### config.mk
export PLATFORM = sky130hd
export DESIGN_NAME = div_seq_param
export DESIGN_NICKNAME = d
export VERILOG_FILES = /design/src/rtl/div_seq_param.sv
export SDC_FILE = /design/constraint.sdc
export NUM_CORES = 1
export LEC_CHECK = 0
export ABC_CLOCK_PERIOD_IN_PS = 7100
export CAP_MARGIN = 10
export CORE_ASPECT_RATIO = 0.5
export CORE_MARGIN = 2
export CORE_UTILIZATION = 40
export CTS_CLUSTER_SIZE = 30
export DETAILED_ROUTE_END_ITERATION = 8
export PLACE_DENSITY = 0.72
export RECOVER_POWER = 100
export SLEW_MARGIN = 10
export SYNTH_ARGS = -nofsm -noshare
export SYNTH_HDL_FRONTEND = slang
export SYNTH_SLANG_ARGS = --single-unit
### constraint.sdc
create_clock -name Clk -period 7.1 [get_ports Clk]
set_input_delay 0.71 -clock Clk [delete_from_list [all_inputs] [get_ports Clk]]
set_output_delay 0.71 -clock Clk [all_outputs]
set_load 0.02 [all_outputs]
### src/rtl/div_seq_param.sv
// Iterative restoring divider, one quotient bit per clock, signed or unsigned per operation.
// Results and the divide-by-zero flag are held until the next operation completes.
module div_seq_param #(
  parameter int WIDTH = 32
) (
  input  logic             Clk,
  input  logic             Reset,
  input  logic             start,
  input  logic             signed_op,
  input  logic [WIDTH-1:0] dividend,
  input  logic [WIDTH-1:0] divisor,
  output logic [WIDTH-1:0] quotient,
  output logic [WIDTH-1:0] remainder,
  output logic             busy,
  output logic             done,
  output logic             div_by_zero
);

  localparam int CW = $clog2(WIDTH);

  typedef enum logic [1:0] {IDLE, CALC, DONE} state_t;

  state_t           state, state_nx;
  logic [CW-1:0]    cnt;
  logic [WIDTH-1:0] a_q, d_q, r_q;
  logic             sign_q, sign_r, dz_q;

  logic             accept, last;
  logic [WIDTH-1:0] dvd_abs, dvs_abs;
  logic [WIDTH:0]   r_sh;
  logic             ge;
  logic [WIDTH-1:0] r_nx, a_nx, q_res, r_res;

  assign accept  = start && (state != CALC);
  assign dvd_abs = (signed_op && dividend[WIDTH-1]) ? -dividend : dividend;
  assign dvs_abs = (signed_op && divisor[WIDTH-1])  ? -divisor  : divisor;

  // The working remainder gets one extra bit so the compare against D cannot overflow.
  assign r_sh = {r_q, a_q[WIDTH-1]};
  assign ge   = r_sh >= {1'b0, d_q};
  assign r_nx = ge ? (r_sh[WIDTH-1:0] - d_q) : r_sh[WIDTH-1:0];
  assign a_nx = {a_q[WIDTH-2:0], ge};

  assign last = (state == CALC) && (dz_q || (cnt == CW'(WIDTH-1)));

  // Divide by zero never shifts, so a_q still holds |dividend| and re-signing restores it.
  always_comb begin
    q_res = sign_q ? -a_nx : a_nx;
    r_res = sign_r ? -r_nx : r_nx;
    if (dz_q) begin
      q_res = '1;
      r_res = sign_r ? -a_q : a_q;
    end
  end

  always_ff @(posedge Clk or posedge Reset) begin
    if (Reset) state <= IDLE;
    else       state <= state_nx;
  end

  always_comb begin
    state_nx = state;
    case (state)
      IDLE:    if (start) state_nx = CALC;
      CALC:    if (last)  state_nx = DONE;
      DONE:    state_nx = start ? CALC : IDLE;
      default: state_nx = IDLE;
    endcase
  end

  always_ff @(posedge Clk or posedge Reset) begin
    if (Reset) begin
      cnt         <= '0;
      a_q         <= '0;
      d_q         <= '0;
      r_q         <= '0;
      sign_q      <= 1'b0;
      sign_r      <= 1'b0;
      dz_q        <= 1'b0;
      quotient    <= '0;
      remainder   <= '0;
      div_by_zero <= 1'b0;
    end else if (accept) begin
      cnt    <= '0;
      a_q    <= dvd_abs;
      d_q    <= dvs_abs;
      r_q    <= '0;
      sign_q <= signed_op && (dividend[WIDTH-1] ^ divisor[WIDTH-1]);
      sign_r <= signed_op && dividend[WIDTH-1];
      dz_q   <= (divisor == '0);
    end else if (state == CALC) begin
      cnt <= cnt + 1'b1;
      a_q <= a_nx;
      r_q <= r_nx;
      if (last) begin
        quotient    <= q_res;
        remainder   <= r_res;
        div_by_zero <= dz_q;
      end
    end
  end

  assign busy = (state == CALC);
  assign done = (state == DONE);

endmodule
# After elaboration in Yosys (flattened, before gate mapping)
# Cells that the tools add are included.
[word_totals]
out_inout_bits = 67
register_bits = 171
[op_classes]
addsub = 7
n_reduce_logical = 11
muxes = 18
n_eq_ne = 6
magnitude_cmp = 1
n_bitwise = 2
[ops]
columns = ["operator", "n"]
rows = [
  ["$mux 32", 12],
  ["$neg 32->32", 5],
  ["$ge 33x32->1", 1],
  ["$logic_not 32->1", 1],
  ["$sub 32x32->32", 1],
  ["$mux 5", 2],
  ["$pmux 2 s3", 1],
  ["$add 5x1->5 const B", 1],
  ["$eq 5x5->1 const B", 1],
  ["$logic_and 1x1->1", 5],
  ["$mux 2", 2],
  ["$ne 2x1->1 const B", 2],
  ["$reduce_and 3->1", 1],
  ["$eq 2x1->1 const B", 1],
  ["$eq 2x2->1 const B", 1],
  ["$logic_not 2->1", 1],
  ["$ne 2x2->1 const B", 1],
  ["$reduce_and 2->1", 1],
  ["$reduce_bool 2->1", 1],
  ["$logic_or 1x1->1", 1],
  ["$mux 1", 1],
  ["$not 1->1", 1],
  ["$xor 1x1->1", 1],
]

# Logic depth before layout (Yosys ltp)
# Gate-level depths: netlist of the first run.
[logic_depth]
word_depth = 5
depth_mapped = 24
ltp_nobuf = 19

# Worst setup path after synthesis of the first run
# No wires, ideal clock.
[synth_timing]
kind = "flip-flop to flip-flop"
start = "reg r_q[7]"
end = "reg remainder[30]"
arrival_time_ns = 5.468
path_stages_with_launch = 23
synth_period_minus_slack_ns = 5.605
n_path_buf = 5
required_time_ns = 6.963
path_slack_ns = 1.495
path_cell_list = "dfrtp_1 -> ha_1 -> clkbuf_1 -> a21oi_2 -> o21ai_0 -> a221oi_1 -> a31oi_1 -> a211o_1 -> buf_2 -> buf_2 -> clkbuf_1 -> clkbuf_1 -> o21ai_0 -> ha_1 -> nand2b_1 -> or2_2 -> or3_1 -> nor3_1 -> a41oi_1 -> or4_1 -> or4_1 -> nand3_1 -> a21oi_1"
[synth_between]
elab_chain_cells = 5
word_cells_on_any_way = 6
classes_between = "2 x add/sub; 1 x order compare; 3 x mux"
[synth_lines]
columns = ["item", "line", "text"]
rows = [
  ["start, declared", "25", "logic [WIDTH-1:0] a_q, d_q, r_q;"],
  ["start signal, assigned", "94", "r_q <= r_nx;"],
  ["$sub 32x32->32 / $ge 33x32->1 (equally long branches)", "41, 40", ""],
  ["$mux 32 *", "41", "assign r_nx = ge ? (r_sh[WIDTH-1:0] - d_q) : r_sh[WIDTH-1:0];"],
  ["$neg 32->32", "49", "r_res = sign_r ? -r_nx : r_nx;"],
  ["$mux 32 *", "49", ""],
  ["$mux 32 *", "50", "if (dz_q) begin"],
  ["end signal, assigned", "97", "remainder <= r_res;"],
  ["end, declared", "13", "output logic [WIDTH-1:0] remainder,"],
]
# Mark *: on every way between the ends. The rest lies on a longest branch, timed or not.
# A chain may end at the register's enable or synchronous reset.

# Worst setup path after layout of the first run
# Same ends and word-level chain as after synthesis.

==> metrics.log, run 1 <==
[metrics] part of the cycle the worst path needs: 0.837
[metrics] clock tree from TritonCTS: yes
[metrics] status: finished with violations
[metrics] starting density of the core: 0.408
[metrics] largest cells by area after synthesis: dfrtp_1, o21ai_0, nand2_1
[metrics] final number of max-transition violations: 437
[metrics] class of the tightest hold or removal check: reg2reg
[metrics] violations in the final reports: capacitance limit, slew limit
[metrics] worst-case clock skew: 0.00888 ns
[metrics] core box area: 31800 µm²
[metrics] proportion of synthesized area in mux cells: 0.0180
[metrics] global-route wire length before repair: 64100 µm
[metrics] post-synthesis xor/xnor area fraction: 0.107
[metrics] post-synthesis instance total: 1670
[metrics] number of nets produced by synthesis: 1778
[metrics] clock sink count: 171
[metrics] sequential fraction of the synthesis area: 0.330
[metrics] Residual DRC: 0
[metrics] category of the worst setup path capture point: flip-flop
[metrics] Post-CTS Setup Bufs: 0
[metrics] most used flip-flop cell after synthesis: dfrtp_1
[metrics] CTS HTree Levels: 4
[metrics] floorplan die area: 33900 µm²
[metrics] Max Fanout on Critical Path: 10
[metrics] category of the most critical setup path: reg2reg
[metrics] IR drop worst, VDD: 287 µV
[metrics] estimated wirelength of the detail-placed design: 29600 µm
[metrics] total standard cell area after synthesis: 13000 µm²
[metrics] number of flops mapped to enable cells by yosys: 0
[metrics] Netlist cell types: 70
[metrics] total congestion overflow: 0
[metrics] endpoints failing hold: 0
[metrics] count of antenna diodes in the layout: 0
[metrics] number of search-and-repair iterations in the first detailed-routing pass: 5
[metrics] clock latency reported for the late side of the worst-skew pair: 0.46 ns
[metrics] filler cell count: 3097
[metrics] WL per Instance: 18.4 µm
[metrics] number of global-route vias before repair: 11500
[metrics] most common library cells after synthesis: nand2_1, o21ai_0, dfrtp_1
[metrics] worst slew margin relative to its limit: -1.66
[metrics] Highest Clock Rate: 0.168 GHz
[metrics] antenna-violating nets left: 0
[metrics] number of endpoints failing setup at the final stage: 0
[metrics] area share of the largest cell type after synthesis: 0.330
[metrics] number of antenna violations at the first check in global routing: 1
[metrics] critical path arrival: 6.21 ns
[metrics] unrepaired setup endpoints after global routing: no
[metrics] die outline width: 259 µm
[metrics] Final Hold Slack: 0.476 ns
[metrics] total wire length after detailed routing: 39700 µm
[metrics] data required time at the worst endpoint: 7.37 ns
[metrics] MaxCap Viol Count: 7
[metrics] All-Layer GR Usage: 0.237
[metrics] share of final-layout standard cells stronger than drive strength 1: 0.0370
[metrics] total of hold buffers inserted after clock tree synthesis: 0
[metrics] async set-reset flop share out of synthesis: 1.00
[metrics] areal power density over the cells: 579 nW/µm²
[metrics] Adder-Cell Fraction of Synth Area: 0.0392
[metrics] number of instances resized during post-cts repair: 0
[metrics] I/O Buffers: 134
[metrics] worst-case clock buffer depth: 2
[metrics] final setup TNS: 0 ns
[metrics] via count: 12300
[metrics] largest family of logic cells by synthesized area: compound AO/OA/AOI/OAI gates
[metrics] largest area contributor in the netlist: dfrtp_1
[metrics] Die Height: 131 µm
[metrics] type of origin of the critical path: flip-flop
[metrics] GP Congestion: 0.956
[metrics] synthesis-to-layout area growth: 15.9%
[metrics] largest net degree at the start of global routing: 97
[metrics] IO Count: 135
[metrics] Least-Margin Pin Slew: 3.99 ns
[metrics] Synth Area in Compound Gates: 0.231
[metrics] clock period minus worst slack: 5.94 ns
[metrics] post-layout net count: 1827
[metrics] Post-Synthesis Mean Instance Area: 7.76 µm²
[metrics] FP Rows: 46
[metrics] number of storage elements in the synthesis netlist: 171
[metrics] detailed-route vias per instance: 5.67
[metrics] violation count after the first detailed-routing iteration: 1082
[metrics] Lkg Pwr: 6.20 nW
[metrics] simple-gate share of the synthesized area: 0.222
[metrics] clock-pin slew of the registers on the worst-case setup and hold paths: 0.07 ns
[metrics] number of warning messages in the yosys log: 0
[metrics] total CTS buffers: 17
[metrics] library cell used as clock root buffer: clkbuf_16
-- final timing paths --
| kind | startpoint | end | slack (ns) | cells after the start |
|---|---|---|---|---|
| worst max-delay path | r_q[7]$_DFFE_PP0P_ | remainder[30]$_DFFE_PP0P_ | 1.16 | 17 |
| worst min-delay path | remainder[9]$_DFFE_PP0P_ | remainder[9]$_DFFE_PP0P_ | 0.48 | 2 |
| worst min register to register | remainder[9]$_DFFE_PP0P_ | remainder[9]$_DFFE_PP0P_ | 0.48 | 2 |
| min in group asynchronous | Reset | quotient[12]$_DFFE_PP0P_ | 1.77 | 2 |
| worst max register to register | r_q[7]$_DFFE_PP0P_ | remainder[30]$_DFFE_PP0P_ | 1.16 | 17 |
| max in group asynchronous | Reset | sign_r$_DFFE_PP0P_ | 1.68 | 3 |
-- cell families after synthesis --
kind of cell               after synthesis
AOI/OAI and AO/OA                      508
xor gates and xnor gates               159
adders and majority gates               40
buffers and inverters                  178
DFF                                    171
muxes                                   22
and+or+nand+nor                        592
-- worst max-delay path, cell delays in order, from the launching register on --
cell and delay (ns):
dfrtp_1 0.47, ha_1 0.45, a21oi_1 0.40, o21ai_0 0.19
a221oi_1 0.53, a31oi_1 0.25, a211o_1 0.46, o21ai_0 0.34
ha_1 0.27, nand2b_1 0.09, or2_2 0.28, or3_1 0.36
nor3_1 0.27, a41oi_1 0.11, or4_1 0.61, or4_1 0.51
nand3_1 0.08, a21oi_1 0.07
-- power breakdown --
part | switching, mW | internal [mW]
registers | 0.563 | 1.44
clock network | 0.433 | 0.468
logic | 3.64 | 2.15
-- layout make-up --
| type | count | area [µm²] | share of cell area |
|---|---|---|---|
| Clock inverter | 12 | 88.8 | 0.00592 |
| Inverter | 62 | 234 | 0.0156 |
| Multi-Input combinational cell | 1321 | 8010 | 0.533 |
| Clock buffer | 20 | 457 | 0.0304 |
| Tap cell | 432 | 541 | 0.0360 |
| Sequential cell | 171 | 4280 | 0.285 |
| Timing Repair Buffer | 146 | 1400 | 0.0935 |
-- per-stage QoR --
step	power, mW	cells	setup slack (ns)	area (µm²)	utilization
CTS	8.66	2164	1.40	15100	0.474
global route	9.41	2164	0.727	15000	0.473
global placement	7.70	2132	1.57	14500	0.457
detailed placement	7.72	2132	1.44	14500	0.457
finish	8.69	2164	1.16	15000	0.473
floorplan	6.00	1670	1.50	13000	-
-- routing by layer --
layer / vias up / part of all wire / track usage
li1: 6006 / - / -
met1: 5798 / 0.46 / 0.341
met2: 410 / 0.44 / 0.359
met3: 58 / 0.068 / 0.0434
met4: 0 / 0.024 / 0.0703
met5: - / 0 / 0
-- cells in the final DEF, fill, tap and decap left out, types with 10 or more instances in the layout --
| cell type | instances |
|---|---|
| a211oi_1 | 13 |
| a21o_1 | 11 |
| a21oi_1 | 119 |
| a31oi_1 | 11 |
| clkbuf_16 | 17 |
| clkdlybuf4s50_1 | 66 |
| dfrtp_1 | 169 |
| dlygate4sd3_1 | 67 |
| ha_1 | 39 |
| inv_1 | 61 |
| mux2i_1 | 21 |
| nand2_1 | 239 |
| nand2b_1 | 10 |
| nand3_1 | 29 |
| nand3b_1 | 34 |
| nand4_1 | 15 |
| nor2_1 | 112 |
| nor3_1 | 38 |
| nor3b_1 | 11 |
| nor4_1 | 17 |
| o211ai_1 | 12 |
| o21ai_0 | 238 |
| o31ai_1 | 28 |
| o41ai_1 | 13 |
| or3_1 | 31 |
| or4_1 | 12 |
| xnor2_1 | 64 |
| xor2_1 | 95 |
-- registers in the layout (all words and copies together) (netlist names) --
| name | flops |
|---|---|
| a_q | 32 |
| d_q | 32 |
| quotient | 32 |
| r_q | 32 |
| remainder | 32 |
| cnt | 5 |
| state | 2 |
| div_by_zero | 1 |
| dz_q | 1 |
| sign_q | 1 |
| sign_r | 1 |
Note: power is estimated with default switching activity, not from simulation.
==> run 2: changes to the inputs <==
- ABC_CLOCK_PERIOD_IN_PS: 7100 -> 5200
- PLACE_DENSITY: 0.72 -> 0.74
- clock period: 7.1 -> 5.2 ns (I/O delays scaled with it)
==> run 2 against run 1 <==
  * Combinational power increased by 47%
  * Critical endpoint unchanged
  * Clock skew increased by 0.0051 ns
  * Critical path depth increased by 1
  * The flow still finishes with violations (capacitance limit, slew limit)
  * Worst hold slack got worse by 0.0058 ns
  * Flip-flop and latch count unchanged
  * Via count increased by 2.5%
==> metrics.log, run 2 (same netlist as run 1, synthesis figures left out) <==
[metrics] Residual DRC: 0 (unchanged)
[metrics] CTS HTree Levels: 4 (unchanged)
[metrics] class of the tightest hold or removal check: reg2reg
[metrics] Highest Clock Rate: 0.200 GHz (+19%)
[metrics] Register-to-Register Path Depth: 18 (+1)
[metrics] violation count after the first detailed-routing iteration: 1237 (+14%)
[metrics] number of search-and-repair iterations in the first detailed-routing pass: 5 (unchanged)
[metrics] antenna-violating nets left: 0 (unchanged)
[metrics] destination of the worst register-to-register timing path: remainder[30]$_DFFE_PP0P_
[metrics] IR drop worst, VDD: 308 µV (+7.3%)
[metrics] GP Congestion: 0.966 (+1.0%)
[metrics] worst slew margin relative to its limit: -0.895 (+0.763)
[metrics] FP Rows: 46 (unchanged)
[metrics] All-Layer GR Usage: 0.237 (+0.000528)
[metrics] category of the most critical setup path: reg2reg
[metrics] part of the cycle the worst path needs: 0.960 (+0.123)
[metrics] worst-case clock skew: 0.0140 ns (+0.00508 ns)
[metrics] final number of max-transition violations: 210 (-52%)
[metrics] worst-case clock buffer depth: 2 (unchanged)
[metrics] clock latency reported for the late side of the worst-skew pair: 0.45 ns (about the same)
[metrics] critical path arrival: 5.29 ns (-0.92 ns)
[metrics] clock sink count: 171 (unchanged)
[metrics] crit path max-delay cell type: or4_4
[metrics] die outline width: 259 µm (unchanged)
[metrics] violations in the final reports: capacitance limit, slew limit
[metrics] floorplan die area: 33900 µm² (unchanged)
[metrics] Worst Hold Path Cells: 2 (unchanged)
[metrics] Die Height: 131 µm (unchanged)
[metrics] most frequent standard cell in the layout excluding fill and tap cells: nand2_1
[metrics] areal power density over the cells: 811 nW/µm² (+40%)
[metrics] MaxCap Viol Count: 4 (-3)
[metrics] total area of sequential cells: 4280 µm² (about the same)
[metrics] Least-Margin Pin Slew: 2.84 ns (-1.14 ns)
[metrics] critical path capture point: remainder[30]$_DFFE_PP0P_
[metrics] filler cell count: 3071 (-0.84%)
[metrics] number of antenna violations at the first check in global routing: 0 (-1)
[metrics] core box area: 31800 µm² (unchanged)
[metrics] share of final-layout standard cells stronger than drive strength 1: 0.0709 (+0.0339)
[metrics] global-route wire length before repair: 64000 µm (-0.11%)
[metrics] detailed-route vias per instance: 5.73 (+0.99%)
[metrics] estimated wirelength of the detail-placed design: 30200 µm (+2.0%)
[metrics] post-layout net count: 1859 (+1.8%)
[metrics] total wire length after detailed routing: 40700 µm (+2.5%)
[metrics] total CTS buffers: 17 (unchanged)
[metrics] largest net degree at the start of global routing: 100 (+3.1%)
[metrics] worst path cell trace: ha_2 -> nand4_1 -> nor4_1 -> buf_4 -> nand3_1 -> a31oi_2 -> a211o_4 -> mux2i_2 -> ha_2 -> nand2b_1 -> or2_2 -> or3_1 -> nor3_2 -> a41oi_1 -> or4_4 -> or4_1 -> nand3_1 -> a21oi_1
[metrics] endpoints failing hold: 0 (unchanged)
[metrics] Multi-input gate area: 8140 µm² (+1.6%)
[metrics] count of antenna diodes in the layout: 0 (unchanged)
[metrics] clock tree from TritonCTS: yes
[metrics] Inst Count DP: 2162 (+1.4%)
[metrics] delay contributed by the slowest stage of the critical path: 0.59 ns (-0.02 ns)
[metrics] status: finished with violations
[metrics] start point of the critical path: r_q[25]$_DFFE_PP0P_
[metrics] r2r startpoint: r_q[25]$_DFFE_PP0P_
[metrics] starting density of the core: 0.408 (unchanged)
[metrics] type of origin of the critical path: flip-flop
[metrics] number of global-route vias before repair: 11500 (+0.087%)
[metrics] I/O Buffers: 134 (unchanged)
[metrics] Finished Core Util: 0.485 (+0.0127)
[metrics] clock period minus worst slack: 4.99 ns (-0.953 ns)
[metrics] Max Fanout on Critical Path: 7 (-3)
[metrics] number of endpoints failing setup at the final stage: 0 (unchanged)
[metrics] setup ws final: 0.208 ns (-0.947 ns)
[metrics] IO Count: 135 (unchanged)
[metrics] library cell used as clock root buffer: clkbuf_16
[metrics] category of the worst setup path capture point: flip-flop
[metrics] total congestion overflow: 0 (unchanged)
[metrics] clock-pin slew of the registers on the worst-case setup and hold paths: 0.08 ns (about the same)
[metrics] total of hold buffers inserted after clock tree synthesis: 0 (unchanged)
[metrics] dpl ws: 0.144 ns (-1.30 ns)
[metrics] FF-to-FF setup slack: 0.21 ns (-0.95 ns)
[metrics] data required time at the worst endpoint: 5.49 ns (-1.88 ns)
[metrics] commonest cells after routing, fill and taps aside: nand2_1, o21ai_0, dfrtp_1, a21oi_1, nor2_1
[metrics] count of non-filler cells in the finished layout: 2196 (+1.5%)
[metrics] via count: 12600 (+2.5%)
[metrics] synthesis-to-layout area growth: 19.0%
[metrics] Final Power: 12.5 mW (+44%)
[metrics] Lkg Pwr: 6.37 nW (+2.8%)
[metrics] WL per Instance: 18.5 µm (+0.97%)
-- run 2: cell types whose count changed in the layout (fill, tap and decap cells not counted), moves of 3 or more --
cell,delta
a21oi_2,+3
nor3_1,-3
a21oi_1,-4
ha_1,-8
clkinv_4,+3
nor3_2,+3
ha_2,+8
o21ai_0,-3
buf_4,+34
-- run 2: final cells by class --
cell class | count | area share
clock buffers | 18 | 0.0278
multi-input cells | 1321 | 0.528
well taps | 432 | 0.0351
clock inverters | 14 | 0.00925
repair buffers | 178 | 0.107
inverters | 62 | 0.0154
flip-flops and latches | 171 | 0.278
-- run 2: metrics by stage --
step / hold slack, ns / TNS (ns) / instance area (µm²)
CTS: 0.481 / 0 / 15300
global placement: 0.459 / 0 / 14800
detailed placement: 0.463 / 0 / 14800
global route: 0.506 / -0.00359 / 15400
floorplan: 0.450 / -0.0497 / 13000
finish: 0.470 / 0 / 15400
-- run 2: worst min path at each step --
| stage | from | end | slack (ns) |
|---|---|---|---|
| 2_1_floorplan | d_q[10]$_DFFE_PP0P_ | d_q[10]$_DFFE_PP0P_ | 0.45 |
| 3_3_place_gp | remainder[9]$_DFFE_PP0P_ | remainder[9]$_DFFE_PP0P_ | 0.46 |
| 3_5_place_dp | remainder[9]$_DFFE_PP0P_ | remainder[9]$_DFFE_PP0P_ | 0.46 |
| 4_1_cts | remainder[9]$_DFFE_PP0P_ | remainder[9]$_DFFE_PP0P_ | 0.48 |
| 5_1_grt | remainder[17]$_DFFE_PP0P_ | remainder[17]$_DFFE_PP0P_ | 0.51 |
| 6_report | remainder[9]$_DFFE_PP0P_ | remainder[9]$_DFFE_PP0P_ | 0.47 |
-- run 2: layer usage --
metal	vias up	track usage	wire (µm)
met5	-	0	0
met4	0	0.0758	1110
met3	61	0.0399	2620
met2	429	0.363	18400
met1	6008	0.340	18600
li1	6079	-	-
-- run 2: repair_timing --
item                                    CTS  global route
buffers inserted                          0             2
endpoints found under the hold margin     0             0
gates resized for setup                   0            26
endpoints found under the setup margin    0             4
-- run 2: critical path, delay by kind of cell, from the launching register on --
family | cells | cell delay (ns)
AOI/OAI and AO/OA | 4 | 0.61
adders and majority gates | 2 | 0.67
buffers and inverters | 1 | 0.16
DFF | 1 | 0.42
muxes | 1 | 0.25
and+or+nand+nor | 10 | 2.72
-- run 2: power by group --
part | switching, mW | total, mW | internal [mW]
combinational | 5.20 | 8.51 | 3.30
clock | 0.614 | 1.28 | 0.671
sequential | 0.742 | 2.71 | 1.97
==> run 3: changes to the inputs <==
- ABC_CLOCK_PERIOD_IN_PS: 5200 -> 6450
- CORE_MARGIN: 2 -> default
- PLACE_DENSITY: 0.74 -> 0.72
- clock period: 5.2 -> 6.45 ns (I/O delays scaled with it)
==> run 3 against run 2 <==
  * The flow still finishes with violations (capacitance limit, slew limit)
  * Critical path depth shrank 1
  * Global-route usage grew 0.094 points
  * Via count shrank 1.6%
  * Die area shrank 2.3%
  * Setup slack gained 0.45 ns
  * Highest routed layer is now met5
==> metrics.log, run 3 (same netlist as run 1, synthesis figures left out) <==
[metrics] unrepaired setup endpoints after global routing: no
[metrics] total area of sequential cells: 4280 µm² (about the same)
[metrics] Max Fanout on Critical Path: 10 (+3)
[metrics] delay contributed by the slowest stage of the critical path: 0.61 ns (+0.02 ns)
[metrics] total CTS buffers: 17 (unchanged)
[metrics] Inst Count DP: 2133 (-1.3%)
[metrics] crit path max-delay cell type: or4_1
[metrics] Post-CTS Setup Bufs: 0 (unchanged)
[metrics] status: finished with violations
[metrics] r2r startpoint: r_q[7]$_DFFE_PP0P_
[metrics] synthesis-to-layout area growth: 16.6%
[metrics] class of the tightest hold or removal check: reg2reg
[metrics] type of origin of the critical path: flip-flop
[metrics] worst slew margin relative to its limit: -1.56 (-0.665)
[metrics] worst hold start: remainder[3]$_DFFE_PP0P_
[metrics] starting density of the core: 0.408 (unchanged)
[metrics] endpoints failing hold: 0 (unchanged)
[metrics] hold worst-path end: remainder[3]$_DFFE_PP0P_
[metrics] most frequent standard cell in the layout excluding fill and tap cells: o21ai_0
[metrics] WL per Instance: 18.4 µm (-0.57%)
[metrics] clock-pin slew of the registers on the worst-case setup and hold paths: 0.07 ns (about the same)
[metrics] areal power density over the cells: 646 nW/µm² (-20%)
[metrics] Final Power: 9.76 mW (-22%)
[metrics] total of hold buffers inserted after clock tree synthesis: 0 (unchanged)
[metrics] final number of max-transition violations: 396 (+89%)
[metrics] FF-to-FF setup slack: 0.66 ns (+0.45 ns)
[metrics] worst-case clock buffer depth: 2 (unchanged)
[metrics] cell family contributing the most delay on the critical path: simple AND/OR/NAND/NOR gates
[metrics] count of non-filler cells in the finished layout: 2165 (-1.4%)
[metrics] global-route wire length before repair: 62500 µm (-2.4%)
[metrics] clock tree from TritonCTS: yes
[metrics] sum of buffers and inverters on the critical path: 0 (-1)
[metrics] Lkg Pwr: 6.26 nW (-1.8%)
[metrics] Residual DRC: 0 (unchanged)
[metrics] Highest Clock Rate: 0.173 GHz (-14%)
[metrics] violations in the final reports: capacitance limit, slew limit
[metrics] number of endpoints failing setup at the final stage: 0 (unchanged)
[metrics] IO Count: 135 (unchanged)
[metrics] FP Rows: 46 (unchanged)
[metrics] category of the worst setup path capture point: flip-flop
[metrics] critical path arrival: 6.05 ns (+0.76 ns)
[metrics] die outline width: 257 µm (-0.77%)
[metrics] Die Height: 129 µm (-1.5%)
[metrics] GP Congestion: 0.975 (+1.0%)
[metrics] CTS HTree Levels: 4 (unchanged)
[metrics] estimated wirelength of the detail-placed design: 29300 µm (-2.8%)
[metrics] commonest cells after routing, fill and taps aside: o21ai_0, nand2_1, dfrtp_1, a21oi_1, nor2_1
[metrics] total congestion overflow: 0 (unchanged)
[metrics] data required time at the worst endpoint: 6.71 ns (+1.22 ns)
[metrics] destination of the worst register-to-register timing path: remainder[30]$_DFFE_PP0P_
[metrics] filler cell count: 3134 (+2.1%)
[metrics] count of antenna diodes in the layout: 0 (unchanged)
[metrics] Worst Hold Path Cells: 2 (unchanged)
[metrics] floorplan die area: 33200 µm² (-2.3%)
[metrics] detailed-route vias per instance: 5.72 (-0.18%)
[metrics] share of final-layout standard cells stronger than drive strength 1: 0.0398 (-0.0310)
[metrics] clock latency reported for the late side of the worst-skew pair: 0.46 ns (about the same)
[metrics] core box area: 31800 µm² (unchanged)
[metrics] clock period minus worst slack: 5.79 ns (+0.795 ns)
[metrics] MaxCap Viol Count: 7 (+3)
[metrics] antenna-violating nets left: 0 (unchanged)
[metrics] number of antenna violations at the first check in global routing: 1 (+1)
[metrics] via count: 12400 (-1.6%)
[metrics] final setup TNS: 0 ns (unchanged)
[metrics] Register-to-Register Path Depth: 17 (-1)
[metrics] worst-case clock skew: 0.0120 ns (-0.00194 ns)
[metrics] clock sink count: 171 (unchanged)
[metrics] violation count after the first detailed-routing iteration: 1392 (+13%)
[metrics] post-layout net count: 1828 (-1.7%)
[metrics] number of instances resized during post-cts repair: 0 (unchanged)
[metrics] Multi-input gate area: 8010 µm² (-1.6%)
[metrics] total wire length after detailed routing: 39900 µm (-2.0%)
[metrics] I/O Buffers: 134 (unchanged)
[metrics] number of global-route vias before repair: 11200 (-2.1%)
[metrics] number of search-and-repair iterations in the first detailed-routing pass: 6 (+1)
[metrics] part of the cycle the worst path needs: 0.897 (-0.0627)
[metrics] worst path cell trace: ha_1 -> a21oi_2 -> o21ai_0 -> a221oi_1 -> a31oi_1 -> a211o_1 -> o21ai_0 -> ha_1 -> nand2b_1 -> or2_2 -> or3_1 -> nor3_1 -> a41oi_1 -> or4_1 -> or4_1 -> nand3_1 -> a21oi_1
[metrics] All-Layer GR Usage: 0.238 (+0.000938)
[metrics] IR drop worst, VDD: 284 µV (-7.7%)
[metrics] Least-Margin Pin Slew: 3.82 ns (+0.977 ns)
[metrics] category of the most critical setup path: reg2reg
[metrics] library cell used as clock root buffer: clkbuf_16
[metrics] largest net degree at the start of global routing: 82 (-18%)
[run 3: final cells by class]
class                           instances  area share
Tap cell                              432      0.0358
Sequential cell                       171       0.283
Clock inverter                         14      0.0128
Clock buffer                           18      0.0291
Multi-Input combinational cell       1321       0.530
Timing Repair Buffer                  147      0.0936
Inverter                               62      0.0155
[run 3: power breakdown]
group	total, mW	switching, mW	internal, mW
Clock	1.13	0.471	0.661
Sequential	2.22	0.628	1.59
Combinational	6.41	4.05	2.37
Total	9.76	5.15	4.62
[run 3: worst max path at each step]
stage | from | slack, ns | cells after the start | to
after floorplan | r_q[7]$_DFFE_PP0P_ | 0.85 | 22 | remainder[30]$_DFFE_PP0P_
after global placement | r_q[7]$_DFFE_PP0P_ | 0.98 | 17 | remainder[30]$_DFFE_PP0P_
after detailed placement | r_q[7]$_DFFE_PP0P_ | 0.83 | 17 | remainder[30]$_DFFE_PP0P_
after CTS | r_q[7]$_DFFE_PP0P_ | 0.81 | 17 | remainder[30]$_DFFE_PP0P_
after global routing | r_q[7]$_DFFE_PP0P_ | 0.19 | 17 | remainder[30]$_DFFE_PP0P_
final | r_q[7]$_DFFE_PP0P_ | 0.66 | 17 | remainder[30]$_DFFE_PP0P_
[run 3: tightest hold or removal path, delay by kind of cell (launching register included)]
family	cells	cell delay [ns]
compound gates	1	0.06
simple gates	1	0.04
flops	1	0.33
[run 3: through the flow]
step | setup slack (ns) | utilization | area, µm² | hold WS (ns)
after floorplan | 0.845 | - | 13000 | 0.450
after global placement | 0.983 | 0.457 | 14500 | 0.460
after detailed placement | 0.832 | 0.457 | 14500 | 0.470
after CTS | 0.808 | 0.477 | 15100 | 0.485
after global routing | 0.189 | 0.476 | 15100 | 0.507
final | 0.663 | 0.476 | 15100 | 0.476
[run 3: layer usage]
metal  wire length (µm)  GRT usage
met1              18500      0.340
met2              17800      0.369
met3               2830     0.0446
met4                842     0.0651
met5                 13          0
